==> config.mk <==
export PLATFORM = sky130hd
export DESIGN_NAME = seq_divider
export DESIGN_NICKNAME = d
export VERILOG_FILES = /design/src/rtl/cpu_pkg.sv /design/src/rtl/div_step.sv /design/src/rtl/seq_divider.sv
export SDC_FILE = /design/constraint.sdc
export NUM_CORES = 1
export LEC_CHECK = 0
export CORE_MARGIN = 5
export CORE_UTILIZATION = 50
export DETAILED_ROUTE_END_ITERATION = 6
export PLACE_DENSITY = 0.84
export SLEW_MARGIN = 10
export SYNTH_ARGS = -nofsm -noshare
export SYNTH_HDL_FRONTEND = slang
export SYNTH_SLANG_ARGS = --single-unit
==> constraint.sdc <==
create_clock -name clk -period 4.1 [get_ports clk]
set_input_delay 1.23 -clock clk [delete_from_list [all_inputs] [get_ports clk]]
set_output_delay 1.23 -clock clk [all_outputs]
set_load 0.02 [all_outputs]
==> src/rtl/cpu_pkg.sv <==
// cpu_pkg: shared word width, divide-by-zero quotient and divider state encoding.
package cpu_pkg;

  localparam int unsigned WORD_W = 32;

  // Quotient reported when the divisor is zero.
  localparam logic [WORD_W-1:0] DIV_ZERO_QUOT = '1;

  typedef enum logic [2:0] {
    IDLE = 3'd0,
    PREP = 3'd1,
    CALC = 3'd2,
    FIX  = 3'd3,
    DONE = 3'd4
  } div_state_e;

endpackage

==> src/rtl/div_step.sv <==
// div_step: one restoring-division iteration. Shifts {rem, dq} left by one,
// trial-subtracts the divisor magnitude and shifts the quotient bit into dq.
module div_step
  import cpu_pkg::*;
#(
  parameter int unsigned WIDTH = WORD_W
) (
  input  logic [WIDTH-1:0] i_rem,
  input  logic [WIDTH-1:0] i_dq,
  input  logic [WIDTH-1:0] i_dsr,
  output logic [WIDTH-1:0] o_rem_c,
  output logic [WIDTH-1:0] o_dq_c
);

  logic [WIDTH:0] w_shift;
  logic [WIDTH:0] w_diff;
  logic           w_take;

  // Shift, trial-subtract in WIDTH+1 bits, keep or restore.
  always_comb begin
    w_shift = {i_rem, i_dq[WIDTH-1]};
    w_diff  = w_shift - {1'b0, i_dsr};
    w_take  = ~w_diff[WIDTH];
    o_rem_c = w_take ? w_diff[WIDTH-1:0] : w_shift[WIDTH-1:0];
    o_dq_c  = {i_dq[WIDTH-2:0], w_take};
  end

endmodule

==> src/rtl/seq_divider.sv <==
// seq_divider: multi-cycle signed radix-2 restoring divider for DIV.
// Quotient goes to LO, remainder to HI; z_out = {remainder, quotient}.
// Optional macro SEQ_DIV_EARLY_EXIT_EN: skip the iteration loop when the
// divisor is zero or |dividend| < |divisor|.
module seq_divider
  import cpu_pkg::*;
#(
  parameter int unsigned WIDTH = WORD_W
) (
  input  logic               clk,
  input  logic               reset,
  input  logic               start,
  input  logic [WIDTH-1:0]   dividend,
  input  logic [WIDTH-1:0]   divisor,
  output logic               busy,
  output logic               done,
  output logic [WIDTH-1:0]   quotient,
  output logic [WIDTH-1:0]   remainder,
  output logic               div_zero,
  output logic [2*WIDTH-1:0] z_out
);

  localparam int unsigned CNT_W = $clog2(WIDTH);

  div_state_e       r_state;
  div_state_e       w_state_nxt;
  logic [WIDTH-1:0] r_dvd_in;
  logic [WIDTH-1:0] r_dsr_in;
  logic [WIDTH-1:0] r_dq;
  logic [WIDTH-1:0] r_dsr_mag;
  logic [WIDTH-1:0] r_rem;
  logic [CNT_W-1:0] r_cnt;
  logic             r_sign_q;
  logic             r_sign_r;
  logic             r_busy;
  logic             r_done;
  logic             r_div_zero;
  logic [WIDTH-1:0] r_quotient;
  logic [WIDTH-1:0] r_remainder;
  logic [2*WIDTH-1:0] r_z_out;

  logic [WIDTH-1:0] w_dvd_mag;
  logic [WIDTH-1:0] w_dsr_mag;
  logic [WIDTH-1:0] w_rem_nxt;
  logic [WIDTH-1:0] w_dq_nxt;
  logic [WIDTH-1:0] w_quo_fix;
  logic [WIDTH-1:0] w_rem_fix;
  logic             w_dsr_zero;
`ifdef SEQ_DIV_EARLY_EXIT_EN
  logic             r_early;
  logic             w_early;
`endif

  div_step #(.WIDTH(WIDTH)) u_step (
    .i_rem   (r_rem),
    .i_dq    (r_dq),
    .i_dsr   (r_dsr_mag),
    .o_rem_c (w_rem_nxt),
    .o_dq_c  (w_dq_nxt)
  );

  // Operand magnitudes and sign-corrected results.
  always_comb begin
    w_dvd_mag  = r_dvd_in[WIDTH-1] ? WIDTH'(-r_dvd_in) : r_dvd_in;
    w_dsr_mag  = r_dsr_in[WIDTH-1] ? WIDTH'(-r_dsr_in) : r_dsr_in;
    w_dsr_zero = (r_dsr_mag == '0);
    w_quo_fix  = r_sign_q ? WIDTH'(-r_dq) : r_dq;
    if (w_dsr_zero) w_quo_fix = WIDTH'($signed(DIV_ZERO_QUOT));
    w_rem_fix  = r_sign_r ? WIDTH'(-r_rem) : r_rem;
`ifdef SEQ_DIV_EARLY_EXIT_EN
    w_early    = (w_dsr_mag == '0) || (w_dvd_mag < w_dsr_mag);
`endif
  end

  // State register.
  always_ff @(posedge clk or negedge reset) begin
    if (!reset) r_state <= IDLE;
    else        r_state <= w_state_nxt;
  end

  // Next-state logic.
  always_comb begin
    w_state_nxt = r_state;
    case (r_state)
      IDLE: if (start) w_state_nxt = PREP;
`ifdef SEQ_DIV_EARLY_EXIT_EN
      PREP: w_state_nxt = w_early ? DONE : CALC;
`else
      PREP: w_state_nxt = CALC;
`endif
      CALC: if (r_cnt == '0) w_state_nxt = FIX;
      FIX:  w_state_nxt = DONE;
`ifdef SEQ_DIV_EARLY_EXIT_EN
      DONE: w_state_nxt = r_early ? DONE : IDLE;
`else
      DONE: w_state_nxt = IDLE;
`endif
      default: w_state_nxt = IDLE;
    endcase
  end

  // Datapath and registered outputs.
  always_ff @(posedge clk or negedge reset) begin
    if (!reset) begin
      r_dvd_in    <= '0;
      r_dsr_in    <= '0;
      r_dq        <= '0;
      r_dsr_mag   <= '0;
      r_rem       <= '0;
      r_cnt       <= '0;
      r_sign_q    <= 1'b0;
      r_sign_r    <= 1'b0;
      r_busy      <= 1'b0;
      r_done      <= 1'b0;
      r_div_zero  <= 1'b0;
      r_quotient  <= '0;
      r_remainder <= '0;
      r_z_out     <= '0;
`ifdef SEQ_DIV_EARLY_EXIT_EN
      r_early     <= 1'b0;
`endif
    end else begin
      case (r_state)
        IDLE: begin
          if (start) begin
            r_dvd_in <= dividend;
            r_dsr_in <= divisor;
            r_busy   <= 1'b1;
          end
        end
        PREP: begin
          r_dq      <= w_dvd_mag;
          r_dsr_mag <= w_dsr_mag;
          r_sign_q  <= r_dvd_in[WIDTH-1] ^ r_dsr_in[WIDTH-1];
          r_sign_r  <= r_dvd_in[WIDTH-1];
          r_rem     <= '0;
          r_cnt     <= CNT_W'(WIDTH - 1);
`ifdef SEQ_DIV_EARLY_EXIT_EN
          r_early   <= w_early;
`endif
        end
        CALC: begin
          r_rem <= w_rem_nxt;
          r_dq  <= w_dq_nxt;
          if (r_cnt != '0) r_cnt <= r_cnt - CNT_W'(1);
        end
        FIX: begin
          r_quotient  <= w_quo_fix;
          r_remainder <= w_rem_fix;
          r_z_out     <= {w_rem_fix, w_quo_fix};
          r_div_zero  <= w_dsr_zero;
          r_done      <= 1'b1;
        end
        DONE: begin
`ifdef SEQ_DIV_EARLY_EXIT_EN
          // Early exit publishes its short-cut result one cycle into DONE.
          if (r_early) begin
            r_early     <= 1'b0;
            r_quotient  <= w_dsr_zero ? WIDTH'($signed(DIV_ZERO_QUOT)) : '0;
            r_remainder <= r_dvd_in;
            r_z_out     <= {r_dvd_in,
                            (w_dsr_zero ? WIDTH'($signed(DIV_ZERO_QUOT)) : WIDTH'(0))};
            r_div_zero  <= w_dsr_zero;
            r_done      <= 1'b1;
          end else begin
            r_done <= 1'b0;
            r_busy <= 1'b0;
          end
`else
          r_done <= 1'b0;
          r_busy <= 1'b0;
`endif
        end
        default: ;
      endcase
    end
  end

  assign busy      = r_busy;
  assign done      = r_done;
  assign quotient  = r_quotient;
  assign remainder = r_remainder;
  assign div_zero  = r_div_zero;
  assign z_out     = r_z_out;

endmodule

; ---- After elaboration in Yosys (flattened, before gate mapping)
; Cells that the tools add are included.
[word_totals]
reg_bits = 301
inputBits = 67
elab_cells = 57
output_inout_bits = 131
[op_classes]
n_reduce_logical = 11
muxes = 16
n_eq_ne = 7
n_addsub = 6
n_bitwise = 2
[op_table]
columns = op, n
row1 = 2-to-1 mux 32 bit, 6
row2 = negator 32 bit, 4
row3 = one-hot mux 32 bit (2 select lines), 2
row4 = subtractor 33 x 32 -> 33 bit, 1
row5 = zero test 32 bit, 1
row6 = one-hot mux 3 bit (4 select lines), 1
row7 = one-hot mux 5 bit (2 select lines), 1
row8 = AND reduction 2 bit, 4
row9 = equality test 3 x 2 -> 1 bit (second input constant), 2
row10 = 2-to-1 mux 3 bit, 2
row11 = inequality test 2 bit (second input constant), 3
row12 = nonzero test 2 bit, 3
row13 = zero test 5 bit, 1
row14 = 2-to-1 mux 5 bit, 1
row15 = nonzero test 5 bit, 1
row16 = subtractor 5 x 1 -> 5 bit (second input constant), 1
row17 = one-hot mux 1 bit (2 select lines), 2
row18 = equality test 3 x 1 -> 1 bit (second input constant), 1
row19 = equality test 3 bit (second input constant), 1
row20 = zero test 3 bit, 1
row21 = 2-to-1 mux 1 bit, 1
row22 = NOT 1 bit, 1
row23 = bitwise XOR 1 bit, 1

; ---- Longest topological paths before layout
; Gate-level depths: netlist (run 1).
[logic_depth]
word_depth = 3
ltp_mapped = 13
depth_no_buf = 12

; ---- Cells and area by module
; Synthesis (run 1) repeated with hierarchy kept, for this count alone.
[unflattened]
hier_cells = 1546
hier_area_um2 = 14672.8
[by_module_without_submodules]
columns = module, area_per_inst_um2, seq_area_each_um2, n_inst, cells_each
row1 = seq_divider, 12176.7, 5930.7, 1, 1203
row2 = div_step, 2496.1, 0.0, 1, 343

; ---- Least setup slack after synthesis (run 1)
; No wires, ideal clock.
[synth_path]
path_type = register to register
from = register r_rem[14]
to = register r_dq[0]
stages_incl_launch_ff = 12
t_required_ns = 3.974
slack_ns = 0.989
arrival_time_ns = 2.985
period_less_slack_ns = 3.111
path_buffers = 2
setup_ns = 0.126
path_cell_list = dfrtp_1 > ha_1 > clkbuf_1 > nand3_1 > o221ai_1 > o22a_1 > nand3_1 > a31o_1 > a311oi_2 > clkbuf_1 > nor2_1 > a221o_1
[synth_via]
elab_chain_len = 3
[synth_rtl]
columns = element, line
row1 = "start, declared", seq_divider.sv:31  ; logic [WIDTH-1:0] r_rem;
row2 = "start signal, assigned", seq_divider.sv:143  ; r_rem <= w_rem_nxt;
row3 = subtractor 33 x 32 -> 33 bit, div_step.sv:22  ; w_diff = w_shift - {1'b0, i_dsr};
row4 = NOT 1 bit, div_step.sv:23  ; w_take = ~w_diff[WIDTH];
row5 = one-hot mux 32 bit (2 select lines), seq_divider.sv:123  ; case (r_state)
row6 = "end signal, assigned", seq_divider.sv:132  ; r_dq <= w_dvd_mag;
row7 = "end signal, assigned", seq_divider.sv:144  ; r_dq <= w_dq_nxt;
row8 = "end, declared", seq_divider.sv:29  ; logic [WIDTH-1:0] r_dq;
; No other way between the ends.
; A chain may end at the register's enable or synchronous reset.

; ---- Final worst setup path (run 1)
[layout_path]
from = register r_dsr_mag[2]
to = register r_dq[0]
[layout_via]
elab_chain_len = 3
[layout_rtl]
columns = element, line
row1 = "start, declared", seq_divider.sv:30  ; logic [WIDTH-1:0] r_dsr_mag;
row2 = "start signal, assigned", seq_divider.sv:133  ; r_dsr_mag <= w_dsr_mag;
row3 = subtractor 33 x 32 -> 33 bit, div_step.sv:22
row4 = NOT 1 bit, div_step.sv:23
row5 = one-hot mux 32 bit (2 select lines), seq_divider.sv:123
; No other way between the ends.

==> flow_metrics.py, run 1 <==
metrics = {
    "logic_synthesis": {
        "ys_async_sr_fraction": 1.00,
        "ys_seq_area_frac": 0.428,
        "syn-mean-instance-area_um2": 9.35,
        "synth_edf_count": 0,
        "synth_ff_type": "dfrtp_1",
        "ys_top_cells_by_area": "dfrtp_1 (43%), xor2_1 (7.7%), nand2_1 (4.5%)",
        "syn_inst": 1481,
        "ys_seq_elements": 237,
        "yosysTopAreaCellShare": 0.428,
        "synth_fp_nets": 1587,
        "yosysWarnings": 0,
        "synth_top_area_cell": "dfrtp_1",
        "syn_area_um2": 13900,
        "ys_types": 72,
    },
    "critical_path": {
        "startpoint_type": "flop",
        "required_ns": 4.52,
        "startpoint": "r_dsr_mag[2]",
        "rr_startpoint": "r_dsr_mag[2]",
        "crit_slowest_cell": "o31ai_1",
        "cp_cell_sequence": "inv_1 > ha_1 > nor2b_1 > o31ai_1 > a21oi_1 > o2111ai_1 > a311oi_1 > a311oi_4 > buf_12 > nor2_1 > a221o_1",
        "worstPathArrival_ns": 3.82,
        "critical_path_class": "flop to flop",
        "cp_slowest_stage_delay_ns": 0.43,
        "end_kind": "flop",
        "crit_fanout": 64,
        "reg2reg_depth": 11,
    },
    "sta": {
        "finalSetupTns_ns": 0,
        "fmax_mhz": 294,
        "layout_setup_ws_ns": 0.704,
        "grt_setup_unrepaired": "no",
        "slew_headroom": 0.290,
        "period_needed_ns": 3.40,
        "drv_slew": 0,
        "final-setup-viol-count": 0,
        "hold_viol_final": 0,
        "tightest_slew_ns": 1.07,
        "fin_crit_sh": 0.828,
        "skew_ns": 0.0228,
    },
    "floorplanning": {
        "rows": 61,
        "die-area_um2": 31100,
        "die_width_um": 176,
        "io_pins": 198,
        "start_util": 0.503,
        "core_area_um2": 27600,
        "die_h_um": 176,
    },
    "finish": {
        "fin_cells": 1974,
        "multiInputGateArea_um2": 6980,
        "diodes": 0,
        "synthToLayoutAreaGrowth_pct": 19.4,
        "seq_area_um2": 5930,
        "nNetsFinal": 1685,
        "post-route-util": 0.600,
        "nFillCells": 2286,
        "drive_above_1_share": 0.0501,
    },
    "worst_hold_path": {
        "hp-start": "div_zero",
        "hold_class": "flop to flop",
        "holdPathStages": 2,
    },
    "placed_design": {
        "pre_cts_ws_ns": 0.778,
        "dp.cells": 1929,
        "gp_congestion": 0.935,
        "post-dp-hpwl_um": 25600,
        "io_buffers": 197,
    },
    "pwr": {
        "total_power_mw": 15.6,
        "power.density_nw_per_um2": 945,
        "power.leakage_nw": 7.00,
        "peakVddDrop_mv": 0.459,
    },
    "run_status": {
        "status": "complete, no violations",
    },
    "drt": {
        "firstDrtPassIters": 5,
        "drt-initial-drc-count": 929,
        "route.detailed.drc": 0,
        "post_drt_wl_per_cell_um": 17.3,
        "avgViaCountPerCell": 5.61,
        "vias": 11100,
        "drt_wl_total_um": 34200,
        "postRouteAntennaNets": 0,
    },
    "cts": {
        "clock_path_buffers": 3,
        "htreeDepth": 1,
        "root_buffer": "clkbuf_16",
        "clock_latency_ns": 0.54,
        "cts.sinks": 237,
        "ctsResizeCount": 0,
        "post_cts_buffers": 0,
        "ctsHoldBuffers": 0,
        "clkTransAtPathRegs_ns": 0.06,
        "cts_buffers": 26,
        "cts_tree": "yes",
    },
    "grt": {
        "grt_pass1_vias": 10600,
        "antenna_found_initial": 0,
        "grt_max_degree": 83,
        "grt_overflow": 0,
        "grt_pass1_wl_um": 56200,
        "grt_util_all_layers": 0.217,
    },
    "job": {
        "drv_cap": 0,
    },
}
report_power, final:
group | internal [mW] | total (mW) | switching, mW
clock network | 1.38 | 2.31 | 0.932
registers | 3.42 | 4.88 | 1.46
logic | 3.73 | 8.45 | 4.72
synth_stat cells (4+ instances only):
master	n
a22oi_1	29
o21bai_1	6
mux2i_1	6
o21ai_0	53
ha_1	38
o31ai_1	32
clkbuf_1	69
o211ai_1	4
o41ai_1	17
nor2b_1	10
buf_1	5
or3_1	19
xor2_1	121
nand4_1	6
nor3_1	15
nor2_1	71
nand3_1	19
nand2_1	165
a21oi_1	74
inv_1	53
o21a_1	5
buf_4	64
a21o_1	11
or2_1	7
and2_1	4
xnor2_1	25
a31oi_1	6
dfrtp_1	237
nand2b_1	15
a22o_1	21
a32oi_1	4
nor4_1	15
or4_1	12
o21ai_1	122
nand3b_1	6
mux2_2	7
mux2_1	55
path summary, 6_finish.rpt:
check	to	slack [ns]
worst max register to register	r_dq[0]	0.70
worst max-delay path	r_dq[0]	0.70
worst min register to register	div_zero	0.50
min in group asynchronous	remainder[27]	0.69
worst min-delay path	div_zero	0.50
max in group asynchronous	r_dsr_in[2]	2.54
stage by stage:
step / instance area, um2 / hold slack [ns]
detailed placement: 15700 / 0.490
CTS: 16500 / 0.503
global route: 16500 / 0.521
floorplan: 13900 / 0.469
global placement: 15700 / 0.481
finish: 16500 / 0.498
logic make-up after synthesis:
logic type      after synthesis  synth area share
flops                       237             0.428
xor+xnor                    146            0.0923
fa+ha+maj                    39            0.0358
simple gates                384             0.133
mux                          68            0.0547
compound gates              413             0.186
buf+inv                     194            0.0700
final cells by class:
type | count | area share
Clock inverter | 4 | 0.00378
Tap cell | 378 | 0.0286
Sequential cell | 237 | 0.358
Inverter | 55 | 0.0125
Timing Repair Buffer | 209 | 0.127
Clock buffer | 41 | 0.0476
Multi-Input combinational cell | 1050 | 0.422
placed cells by master, fill, tap and decap left out, types with 19 or more instances in the layout:
master,n
a21oi_1,74
a22o_1,21
o31ai_1,32
or3_1,19
nand3_1,19
ha_1,38
inv_1,53
a22oi_1,29
xnor2_1,25
nor2_1,69
xor2_1,121
mux2_1,55
nand2_1,165
o21ai_0,53
dfrtp_1,237
o21ai_1,122
clkdlybuf4s50_1,196
clkbuf_16,26
state kept, by name (all words and copies together), names as in the netlist:
register / flops
busy: 1
div_zero: 1
done: 1
quotient: 31
r_cnt: 5
r_dq: 32
r_dsr_in: 32
r_dsr_mag: 32
r_dvd_in: 32
r_rem: 32
r_sign_q: 1
r_sign_r: 1
r_state: 3
remainder: 32
z_out: 1
critical path: cells and delay by family, from the launching register on:
family | cells | cell delay [ns]
AND/OR/NAND/NOR | 2 | 0.26
buffers and inverters | 2 | 0.36
adder cells (fa/ha/maj) | 1 | 0.34
AO/OA/AOI/OAI | 6 | 1.91
flip-flops | 1 | 0.39
per-layer routing:
metal  vias to the layer above  part of all wire  track usage  wire [um]
met5                         -                 0            0          0
met4                         0             0.019       0.0487        633
met3                        45             0.077       0.0396       2630
met2                       381              0.44        0.331      15000
met1                      5284              0.47        0.324      15900
li1                       5371                 -            -          -
Power figures use the tool's default switching activity.
==> run 2, diff against run 1 <==
==> constraint.sdc (replaced) <==
create_clock -name clk -period 3.6 [get_ports clk]
set_input_delay 1.08 -clock clk [delete_from_list [all_inputs] [get_ports clk]]
set_output_delay 1.08 -clock clk [all_outputs]
set_load 0.02 [all_outputs]
==> flow_metrics.py, run 2 (synthesis results as in run 1) <==
metrics = {
    "sta": {
        "skew_ns": 0.0116,
        "drv_slew": 0,
        "tightest_slew_ns": 1.05,
        "finalSetupTns_ns": 0,
        "final-setup-viol-count": 0,
        "fmax_mhz": 299,
        "period_needed_ns": 3.35,
        "holdWs_ns": 0.492,
        "hold_viol_final": 0,
        "fin_crit_sh": 0.930,
        "slew_headroom": 0.303,
        "grt_setup_unrepaired": "no",
    },
    "floorplanning": {
        "io_pins": 198,
        "die_h_um": 176,
        "rows": 61,
        "start_util": 0.503,
        "core_area_um2": 27600,
        "die-area_um2": 31100,
        "die_width_um": 176,
    },
    "critical_path": {
        "reg2reg_depth": 13,
        "r2r_slack_ns": 0.25,
        "end_kind": "flop",
        "critical_path_class": "flop to flop",
        "startpoint_type": "flop",
        "required_ns": 3.97,
        "rr_startpoint": "r_dq[31]",
        "r2r-end": "r_rem[0]",
        "crit_fanout": 64,
        "worstPathArrival_ns": 3.72,
    },
    "placed_design": {
        "gp_congestion": 0.949,
        "post-dp-hpwl_um": 25800,
        "io_buffers": 197,
    },
    "finish": {
        "drive_above_1_share": 0.0538,
        "final_common_cell": "dfrtp_1",
        "nFillCells": 2283,
        "nNetsFinal": 1686,
        "layout_common_cells": "dfrtp_1 (237), clkdlybuf4s50_1 (196), nand2_1 (165), o21ai_1 (122), xor2_1 (121)",
        "synthToLayoutAreaGrowth_pct": 19.4,
        "post-route-util": 0.600,
        "diodes": 0,
    },
    "grt": {
        "grt_max_degree": 73,
        "met3_usage": 0.0398,
        "grt_util_all_layers": 0.219,
        "grt_use_met1": 0.331,
        "grt_pass1_vias": 10600,
        "grt_use_met2": 0.333,
        "grt_pass1_wl_um": 56600,
        "busiest_layer": "met2",
        "antenna_found_initial": 0,
        "grt_overflow": 0,
    },
    "cts": {
        "clkTransAtPathRegs_ns": 0.06,
        "root_buffer": "clkbuf_16",
        "htreeDepth": 1,
        "cts_tree": "yes",
        "clock_path_buffers": 3,
        "ctsResizeCount": 0,
        "clock_latency_ns": 0.53,
        "cts_buffers": 25,
        "ctsHoldBuffers": 0,
        "cts.sinks": 237,
        "post_cts_buffers": 0,
    },
    "drt": {
        "drt-initial-drc-count": 968,
        "drt_wl_total_um": 34300,
        "avgViaCountPerCell": 5.66,
        "vias": 11200,
        "postRouteAntennaNets": 0,
        "route.detailed.drc": 0,
        "post_drt_wl_per_cell_um": 17.3,
        "firstDrtPassIters": 6,
    },
    "run_status": {
        "status": "complete, no violations",
    },
    "pwr": {
        "power.density_nw_per_um2": 1070,
        "peakVddDrop_mv": 0.437,
        "power.leakage_nw": 7.00,
        "total_power_mw": 17.8,
    },
    "job": {
        "drv_cap": 0,
    },
    "worst_hold_path": {
        "hold_class": "input port to async pin",
    },
}
[run 2: final cells by class]
| class | instances | area [um2] | area share |
|---|---|---|---|
| Multi-Input combinational cell | 1050 | 6990 | 0.423 |
| Sequential cell | 237 | 5930 | 0.359 |
| Timing Repair Buffer | 211 | 2140 | 0.130 |
| Clock buffer | 37 | 741 | 0.0448 |
| Tap cell | 378 | 473 | 0.0286 |
| Inverter | 55 | 206 | 0.0125 |
| Clock inverter | 8 | 53.8 | 0.00325 |
[run 2: power breakdown]
| part | internal (mW) | switching [mW] | total, mW |
|---|---|---|---|
| Sequential | 3.89 | 1.66 | 5.55 |
| Clock | 1.43 | 1.05 | 2.48 |
| Combinational | 4.29 | 5.44 | 9.73 |
| Total | 9.60 | 8.15 | 17.8 |
[run 2: worst max-delay path by stage]
stage          slack, ns          from      endpoint
2_1_floorplan       0.49     r_rem[14]       r_dq[0]
3_3_place_gp        0.42      r_dq[16]  quotient[28]
3_5_place_dp        0.24  r_dsr_mag[2]       r_dq[0]
4_1_cts             0.20      r_dq[31]      r_rem[0]
5_1_grt             0.04      r_dq[31]      r_rem[0]
6_report            0.25      r_dq[31]      r_rem[0]
[run 2: critical path, stage by stage, from the launching register on]
cell and delay (ns):
dfrtp_1 0.36, inv_1 0.08, ha_1 0.23, fa_1 0.42, nor2b_2 0.22, o31ai_2 0.13, a21oi_1 0.24, o2111ai_1 0.24
a31o_1 0.28, a311oi_4 0.30, buf_12 0.29, nor2_1 0.08, a21oi_1 0.17, o22ai_1 0.13
[run 2: metrics by stage]
| stage | cell area (um2) | setup WS [ns] | std cells |
|---|---|---|---|
| floorplan | 13900 | 0.489 | 1481 |
| finish | 16500 | 0.252 | 1976 |
| CTS | 16500 | 0.197 | 1976 |
| global placement | 15700 | 0.418 | 1931 |
| global route | 16500 | 0.0366 | 1976 |
| detailed placement | 15700 | 0.240 | 1931 |
[run 2: routing by layer]
layer	share of wire	wire length [um]	up-vias
li1	-	-	5381
met1	0.46	15900	5345
met2	0.44	15000	399
met3	0.080	2750	50
met4	0.017	591	0
met5	0	0	-
